[config.mk]
export PLATFORM = sky130hd
export DESIGN_NAME = sample_stream_buffer
export DESIGN_NICKNAME = d
export VERILOG_FILES = /design/src/rtl/sample_stream_pkg.sv /design/src/rtl/sample_stream_ram.sv /design/src/rtl/sample_stream_buffer.sv
export SDC_FILE = /design/constraint.sdc
export NUM_CORES = 1
export LEC_CHECK = 0
export BUFFER_PORTS_ARGS = -buffer_cell sky130_fd_sc_hd__buf_2
export CORE_UTILIZATION = 50
export DETAILED_ROUTE_END_ITERATION = 8
export GPL_ROUTABILITY_DRIVEN = 0
export GPL_TIMING_DRIVEN = 0
export PLACE_DENSITY = 0.72
export SKIP_LAST_GASP = 1
export SYNTH_ARGS = -nofsm -noshare
export SYNTH_HDL_FRONTEND = slang
export SYNTH_HIERARCHICAL = 1
export SYNTH_SLANG_ARGS = --single-unit
[constraint.sdc]
create_clock -name clk -period 3.34 [get_ports clk]
set_input_delay 0.167 -clock clk [delete_from_list [all_inputs] [get_ports clk]]
set_output_delay 0.167 -clock clk [all_outputs]
set_load 0.02 [all_outputs]
[src/rtl/sample_stream_pkg.sv]
// Shared helpers for the sample stream buffer: level width, counter maximum
// and a saturating increment usable for any counter width up to 64 bits.
package sample_stream_pkg;

    // Widest counter the saturating helpers support.
    localparam int unsigned SAT_MAX_WIDTH = 64;

    // All-ones at the widest supported counter width.
    localparam logic [SAT_MAX_WIDTH-1:0] COUNT_MAX_FULL = {SAT_MAX_WIDTH{1'b1}};

    // Width needed to hold an occupancy from 0 up to and including depth.
    function automatic int level_width(input int depth);
        return $clog2(depth + 1);
    endfunction

    // Largest value a counter of the given width can hold.
    function automatic logic [SAT_MAX_WIDTH-1:0] count_max(input int width);
        return COUNT_MAX_FULL >> (SAT_MAX_WIDTH - width);
    endfunction

    // Increment by one, holding at the maximum for the given width.
    function automatic logic [SAT_MAX_WIDTH-1:0] sat_inc(
        input logic [SAT_MAX_WIDTH-1:0] value,
        input int                       width
    );
        if (value >= count_max(width)) begin
            return value;
        end else begin
            return value + 64'd1;
        end
    endfunction

endpackage

[src/rtl/sample_stream_ram.sv]
// Simple dual-port storage: one synchronous write port and one
// asynchronous read port. Contents are not reset.
module sample_stream_ram #(
    parameter int DATA_WIDTH = 8,
    parameter int DEPTH      = 4,
    parameter int ADDR_W     = 2
) (
    input  logic                  clk,
    input  logic                  wr_en,
    input  logic [ADDR_W-1:0]     wr_addr,
    input  logic [DATA_WIDTH-1:0] wr_data,
    input  logic [ADDR_W-1:0]     rd_addr,
    output logic [DATA_WIDTH-1:0] rd_data
);

    logic [DATA_WIDTH-1:0] mem_r [DEPTH];

    // Write the incoming word at the write pointer.
    always_ff @(posedge clk) begin
        if (wr_en) begin
            mem_r[wr_addr] <= wr_data;
        end
    end

    assign rd_data = mem_r[rd_addr];

endmodule

[src/rtl/sample_stream_buffer.sv]
// Ready/valid stream buffer with first-word-fall-through head register,
// registered ready, synchronous flush and saturating statistics counters.
// The RAM holds every buffered word; the head register mirrors the entry at
// rd_ptr so the output is registered, and the entry after it is read
// asynchronously so a pop can refill the head on the same edge.
module sample_stream_buffer
    import sample_stream_pkg::*;
#(
    parameter int DATA_WIDTH  = 8,
    parameter int DEPTH       = 4,
    parameter int COUNT_WIDTH = 16
) (
    input  logic                          clk,
    input  logic                          rst_n,
    input  logic                          flush,
    input  logic                          stream_in_valid,
    output logic                          stream_in_ready,
    input  logic [DATA_WIDTH-1:0]         stream_in_data,
    output logic                          stream_out_valid,
    input  logic                          stream_out_ready,
    output logic [DATA_WIDTH-1:0]         stream_out_data,
    output logic [level_width(DEPTH)-1:0] level,
    output logic [COUNT_WIDTH-1:0]        stall_count,
    output logic [COUNT_WIDTH-1:0]        backpressure_count
);

    localparam int PTR_W = $clog2(DEPTH);
    localparam int LVL_W = level_width(DEPTH);
    localparam logic [LVL_W-1:0] LEVEL_FULL = LVL_W'(DEPTH);

    logic [PTR_W-1:0]       wr_ptr_r;
    logic [PTR_W-1:0]       rd_ptr_r;
    logic [LVL_W-1:0]       level_r;
    logic                   in_ready_r;
    logic                   out_valid_r;
    logic [DATA_WIDTH-1:0]  out_data_r;
    logic [COUNT_WIDTH-1:0] stall_count_r;
    logic [COUNT_WIDTH-1:0] backpressure_count_r;

    logic                   push_s;
    logic                   pop_s;
    logic [LVL_W-1:0]       next_level_s;
    logic                   head_valid_s;
    logic [DATA_WIDTH-1:0]  head_data_s;
    logic [DATA_WIDTH-1:0]  ram_rd_data_s;
    logic                   ram_wr_en_s;

    assign push_s      = stream_in_valid && in_ready_r;
    assign pop_s       = out_valid_r && stream_out_ready;
    assign ram_wr_en_s = push_s && !flush && rst_n;

    sample_stream_ram #(
        .DATA_WIDTH (DATA_WIDTH),
        .DEPTH      (DEPTH),
        .ADDR_W     (PTR_W)
    ) u_ram (
        .clk     (clk),
        .wr_en   (ram_wr_en_s),
        .wr_addr (wr_ptr_r),
        .wr_data (stream_in_data),
        .rd_addr (rd_ptr_r + PTR_W'(1)),
        .rd_data (ram_rd_data_s)
    );

    // Occupancy after this edge, ignoring flush and reset.
    always_comb begin
        next_level_s = level_r;
        case ({push_s, pop_s})
            2'b10:   next_level_s = level_r + LVL_W'(1);
            2'b01:   next_level_s = level_r - LVL_W'(1);
            default: next_level_s = level_r;
        endcase
    end

    // Next head: refill from the following entry on pop, or take the pushed
    // word when the buffer is (or becomes) otherwise empty.
    always_comb begin
        head_valid_s = out_valid_r;
        head_data_s  = out_data_r;
        if (pop_s) begin
            if (level_r > LVL_W'(1)) begin
                head_valid_s = 1'b1;
                head_data_s  = ram_rd_data_s;
            end else if (push_s) begin
                head_valid_s = 1'b1;
                head_data_s  = stream_in_data;
            end else begin
                head_valid_s = 1'b0;
                head_data_s  = out_data_r;
            end
        end else if (push_s && !out_valid_r) begin
            head_valid_s = 1'b1;
            head_data_s  = stream_in_data;
        end else begin
            head_valid_s = out_valid_r;
            head_data_s  = out_data_r;
        end
    end

    // Pointers, occupancy, ready and head stage; flush empties the buffer.
    always_ff @(posedge clk) begin
        if (!rst_n) begin
            wr_ptr_r    <= {PTR_W{1'b0}};
            rd_ptr_r    <= {PTR_W{1'b0}};
            level_r     <= {LVL_W{1'b0}};
            in_ready_r  <= 1'b0;
            out_valid_r <= 1'b0;
            out_data_r  <= {DATA_WIDTH{1'b0}};
        end else if (flush) begin
            wr_ptr_r    <= {PTR_W{1'b0}};
            rd_ptr_r    <= {PTR_W{1'b0}};
            level_r     <= {LVL_W{1'b0}};
            in_ready_r  <= 1'b0;
            out_valid_r <= 1'b0;
        end else begin
            if (push_s) begin
                wr_ptr_r <= wr_ptr_r + PTR_W'(1);
            end
            if (pop_s) begin
                rd_ptr_r <= rd_ptr_r + PTR_W'(1);
            end
            level_r     <= next_level_s;
            in_ready_r  <= (next_level_s != LEVEL_FULL);
            out_valid_r <= head_valid_s;
            out_data_r  <= head_data_s;
        end
    end

    // Saturating statistics; flush does not touch them, reset clears them.
    always_ff @(posedge clk) begin
        if (!rst_n) begin
            stall_count_r        <= {COUNT_WIDTH{1'b0}};
            backpressure_count_r <= {COUNT_WIDTH{1'b0}};
        end else begin
            if (out_valid_r && !stream_out_ready) begin
                stall_count_r <= COUNT_WIDTH'(sat_inc(64'(stall_count_r), COUNT_WIDTH));
            end
            if (stream_in_valid && !in_ready_r) begin
                backpressure_count_r <= COUNT_WIDTH'(sat_inc(64'(backpressure_count_r), COUNT_WIDTH));
            end
        end
    end

    assign stream_in_ready    = in_ready_r;
    assign stream_out_valid   = out_valid_r;
    assign stream_out_data    = out_data_r;
    assign level              = level_r;
    assign stall_count        = stall_count_r;
    assign backpressure_count = backpressure_count_r;

endmodule

Yosys cells after proc, flatten, opt, wreduce, memory -nomap -nowiden:

Memory sizes are Yosys's and may differ from the RTL's.
Cells that the tools add are included.

* eq/ne operators: 4
* $lt $le $gt $ge: 3
* multiplexer cells: 11
* bitwise operators: 4
* $add $sub $neg: 6
* shifts and indexed selects: 0
* $mul: 0
* reduce and logical (&&, ||, !) cells: 16
* divide/modulo/power cells: 0

Operators by type and width (number)
* adder 16 x 1 -> 16 bit (second input constant): 2
* >= comparator 16 bit (second input constant): 2
* two-way mux 8 bit: 4
* logical AND 1 bit: 7
* two-way mux 1 bit: 6
* case mux 3 bit (2 select lines): 1
* adder 2 x 1 -> 2 bit (second input constant): 2
* logical NOT 1 bit: 4
* NOT 1 bit: 4
* AND reduction 2 bit: 2
* adder 3 x 1 -> 3 bit (second input constant): 1
* greater-than comparator 3 x 1 -> 1 bit (second input constant): 1
* inequality test 3 x 2 -> 1 bit (second input constant): 1
* inequality test 3 bit (second input constant): 1
* AND reduction 3 bit: 1
* subtractor 3 x 1 -> 3 bit (second input constant): 1
* equality test 2 x 1 -> 1 bit (second input constant): 1
* equality test 2 bit (second input constant): 1
* nonzero test 2 bit: 1
* OR reduction 2 bit: 1

* register bits: 49
* memory bits (writable): 32
* memories: 1
* input port bits: 13
* logic and storage cells: 53
* bits in latches: 0
* output and inout bits: 45
* bits in read-only memories: 0

Memory list
* u_ram.mem_r: words 4, bits a word 8, rd ports 1, clocked after Yosys merged registers in 0, write ports 1, line sample_stream_ram.sv:16 `logic [DATA_WIDTH-1:0] mem_r [DEPTH];`

Longest topological paths before layout:

* word-level depth: 5
* mapped depth: 8
* mapped depth without buffers: 7

By module:

The synthesis kept the hierarchy.

By module, submodules not included
* sample_stream_buffer: cells an instance 292, area each 2489.9 um^2, instances 1, seq. area each 980.9 um^2
* sample_stream_ram: cells an instance 46, area each 1188.6 um^2, instances 1, seq. area each 960.9 um^2

Worst setup path after synthesis:

Ideal clock, no wire load.

* path kind: reg2reg
* from: reg backpressure_count_r[0] (netlist: backpressure_count[0])
* to: reg backpressure_count_r[14] (netlist: backpressure_count[14])
* period minus slack after synthesis: 2.065 ns
* stages on the path, launching flop included: 6
* library setup time: 0.070 ns
* required time: 3.270 ns
* setup slack: 1.275 ns
* path buffers: 0
* data arrival time: 1.995 ns
* path through: dfxtp_1 > ha_1 > nand4_1 > or4_1 > or3_1 > a21oi_1

* longest elaborated chain between the ends: 3
* elaborated cells on any way between the ends: 4
* those cells by class: add/sub (1); order compare (1); bitwise (1); reduce/logical (1)

Ends and longest elaborated chain
* from (decl): line sample_stream_buffer.sv:38 `logic [COUNT_WIDTH-1:0] backpressure_count_r;`
* from (signal assigned): line sample_stream_buffer.sv:133 `backpressure_count_r <= {COUNT_WIDTH{1'b0}};`
* from (signal assigned): line sample_stream_buffer.sv:139 `backpressure_count_r <= COUNT_WIDTH'(sat_inc(64'(backpressure_count_r), COUNT_WIDTH));`
* >= comparator 16 bit: line sample_stream_pkg.sv:26 `if (value >= count_max(width)) begin`
* NOT 1 bit (no source line)
* AND reduction 2 bit (no source line)

Parallel ways exist; a longest one is shown, timed or not.
A chain may end at the register's enable or synchronous reset.

Worst setup path in the final report:

* from: reg backpressure_count_r[0] (netlist: backpressure_count[0])
* to: reg backpressure_count_r[6] (netlist: backpressure_count[6])

Same word-level chain as after synthesis.

==> flow_metrics.tcl <==
set metrics [dict create \
    status "finished clean" \
    cts-root-buf "clkbuf_8" \
    synthSimpleGateAreaFrac_pct 18.9 \
    preCtsSetupSlack_ns 0.946 \
    die_h_um 87.8 \
    wire_per_inst_um 15.1 \
    track_usage_pct 21.2 \
    synth_mux_area_share_pct 9.52 \
    drtIter0Drc 145 \
    drc 0 \
    numCtsBuffers 9 \
    p_leak_nw 1.54 \
    synth_seq_cells 81 \
    synth_top_family_by_area "simple AND/OR/NAND/NOR gates" \
    via_count 2924 \
    fin_nets 427 \
    finalCriticalPeriod_ns 2.42 \
    die-area_sq_um 7700 \
    ir_drop_v 0.000326 \
    core-area_sq_um 6940 \
    critPathRequiredTime_ns 3.62 \
    finalCritPeriodShare_pct 72.4 \
    p_per_area_nw_per_um2 444 \
    drv_cap 0 \
    post_cts_buffers 0 \
    synth-edff-count 32 \
    clk_path_buf_depth 2 \
    syn_inst 338 \
    wirelength_mm 7.68 \
    drt.antenna.violating_nets 0 \
    utilization_pct 61.9 \
    seq_area_frac_synth_pct 52.8 \
    synthTopCellsByCount "49 x dfxtp_1, 32 x a21oi_1, 32 x edfxtp_1, 25 x nand2_1, 17 x mux2i_1" \
    final-max-slew-violation-count 0 \
    hold_viol_final 0 \
    reg2reg_from "backpressure_count[0]" \
    drtPass1Iterations 4 \
    layoutNonFillerInstCount 507 \
    hold_ws_ns 0.0432 \
    final.setup_skew_ns 0.00941 \
    cts_resized 0 \
    synth_area_leaders "dfxtp_1 27%, edfxtp_1 26%, mux4_2 4.9%, mux2i_1 4.6%, a21oi_1 4.4%" \
    antennaDiodeCount 0 \
    setup_viol 0 \
    clock-sinks 81 \
    portBuffers 57 \
    arrival_ns 2.70 \
    yosysWarningCount 6 \
    synth_xor_area_share_pct 1.19 \
    antenna_found_initial 0 \
    cts_tree "done" \
    regArea_sq_um 1940 \
    viasPerCell 5.77 \
    power.total_mw 1.91 \
    yosys.area.top_type "dfxtp_1" \
    stdcell_area_sq_um 4300 \
    placed_cells 491 \
    holdBufCountCts 0 \
    yosys_most_used_dff "dfxtp_1" \
    synth_top_cell_area_share_pct 26.7 \
    timing.slew.headroom_pct 12.4 \
    worst_pin_slew_ns 1.31 \
    multi_input_area_sq_um 1640 \
    post-synth-top-count-cell "dfxtp_1" \
    synth_compound_area_share_pct 12.3 \
    end_kind "flip-flop" \
    synthAdderAreaFrac_pct 2.72 \
    first_global_vias 2640 \
    grt_max_degree 15 \
    drive_gt1_share_pct 20.7 \
    async_flop_share_pct 0 \
    synth_nets 359 \
    rsz0062_at_grt "false" \
    rows 30 \
    synth_area_sq_um 3680 \
    fin_tns_setup_ns 0 \
    crit_path_max_fanout 10 \
    clk_latency_ns 0.36 \
    ios 58 \
    max_freq_mhz 413 \
    start_util_pct 53.0 \
    hp-start "stream_in_data[6]" \
    startpoint "backpressure_count[0]" \
    worstSetupStartpointType "flip-flop" \
    critical_path_class "flip-flop to flip-flop" \
    dpl.hpwl_mm 5.29 \
    place_area_sq_um 4080 \
    fill_cells 568 \
    area_growth_pct 16.9 \
    synth_area_per_cell_sq_um 10.9 \
    htree_levels 3 \
    grt.overflow.total 0 \
    dieWidth_um 87.8 \
    setup_slack_ns 0.922 \
    clk_pin_slew_ns 0.08 \
    grt_pass1_wl_mm 12.5 \
    ys_types 44 \
    worstHoldPathType "input pin to flip-flop" \
]
sequential cells by signal (all words and copies together), names as in the netlist:
register,count
u_ram/mem_r,32
backpressure_count,16
stall_count,16
stream_out_data,8
level,3
rd_ptr_r,2
wr_ptr_r,2
stream_in_ready,1
stream_out_valid,1
placed cells by master, fill, tap and decap left out, types with 7 or more instances in the layout:
| cell | n |
|---|---|
| nand2_1 | 25 |
| or3_1 | 8 |
| mux2i_1 | 17 |
| a21oi_1 | 32 |
| o31ai_1 | 9 |
| clkbuf_8 | 9 |
| a211oi_1 | 8 |
| nor2_1 | 14 |
| nand3_1 | 14 |
| buf_2 | 58 |
| ha_1 | 8 |
| or4_1 | 11 |
| clkbuf_1 | 8 |
| dfxtp_1 | 49 |
| edfxtp_1 | 32 |
| mux4_2 | 8 |
| inv_1 | 11 |
| nand4_1 | 9 |
| nand2b_1 | 7 |
| nor3_1 | 7 |
| o21ai_0 | 13 |
per-layer routing:
metal	track usage [%]	vias to the layer above	wire, um
li1	-	1432	-
met1	26.0	1419	3310
met2	36.2	65	3960
met3	5.47	8	334
met4	7.45	0	78
met5	0	-	0
cell type report:
| cell class | count | share of cell area [%] |
|---|---|---|
| timing repair buffer | 57 | 6.63 |
| inverter | 11 | 0.960 |
| tap | 96 | 2.79 |
| buffer | 11 | 1.19 |
| sequential | 81 | 45.1 |
| multi-input combinational | 235 | 38.2 |
| clock inverter | 7 | 2.18 |
| clock buffer | 9 | 2.88 |
power by group:
group | internal, mW | switching, mW | leakage, nW | total (mW)
Combinational | 0.0284 | 0.0534 | 0.751 | 0.0819
Sequential | 1.03 | 0.00891 | 0.684 | 1.04
Clock | 0.421 | 0.363 | 0.109 | 0.784
cells by family (layout without fill, tap and decap cells):
family	count (synthesis)	count (layout)
compound gates	74	74
xor+xnor	5	5
fa+ha+maj	8	8
buf+inv	22	95
flops	81	81
mux	25	25
simple gates	123	123
path summary, 6_finish.rpt:
kind | to | slack (ns) | depth (start not counted)
hold / removal | u_ram/mem_r[0][6] | 0.04 | 1
setup reg to reg | backpressure_count[6] | 0.92 | 5
setup / recovery | backpressure_count[6] | 0.92 | 5
hold reg to reg | backpressure_count[15] | 0.50 | 2
critical path, cell delays in order, from the launching register on:
cell and delay (ns):
dfxtp_1 0.43, ha_1 0.30, nand4_1 0.36, o311ai_1 0.90, o21ai_0 0.20, a21oi_1 0.17
Power figures use the tool's default switching activity.
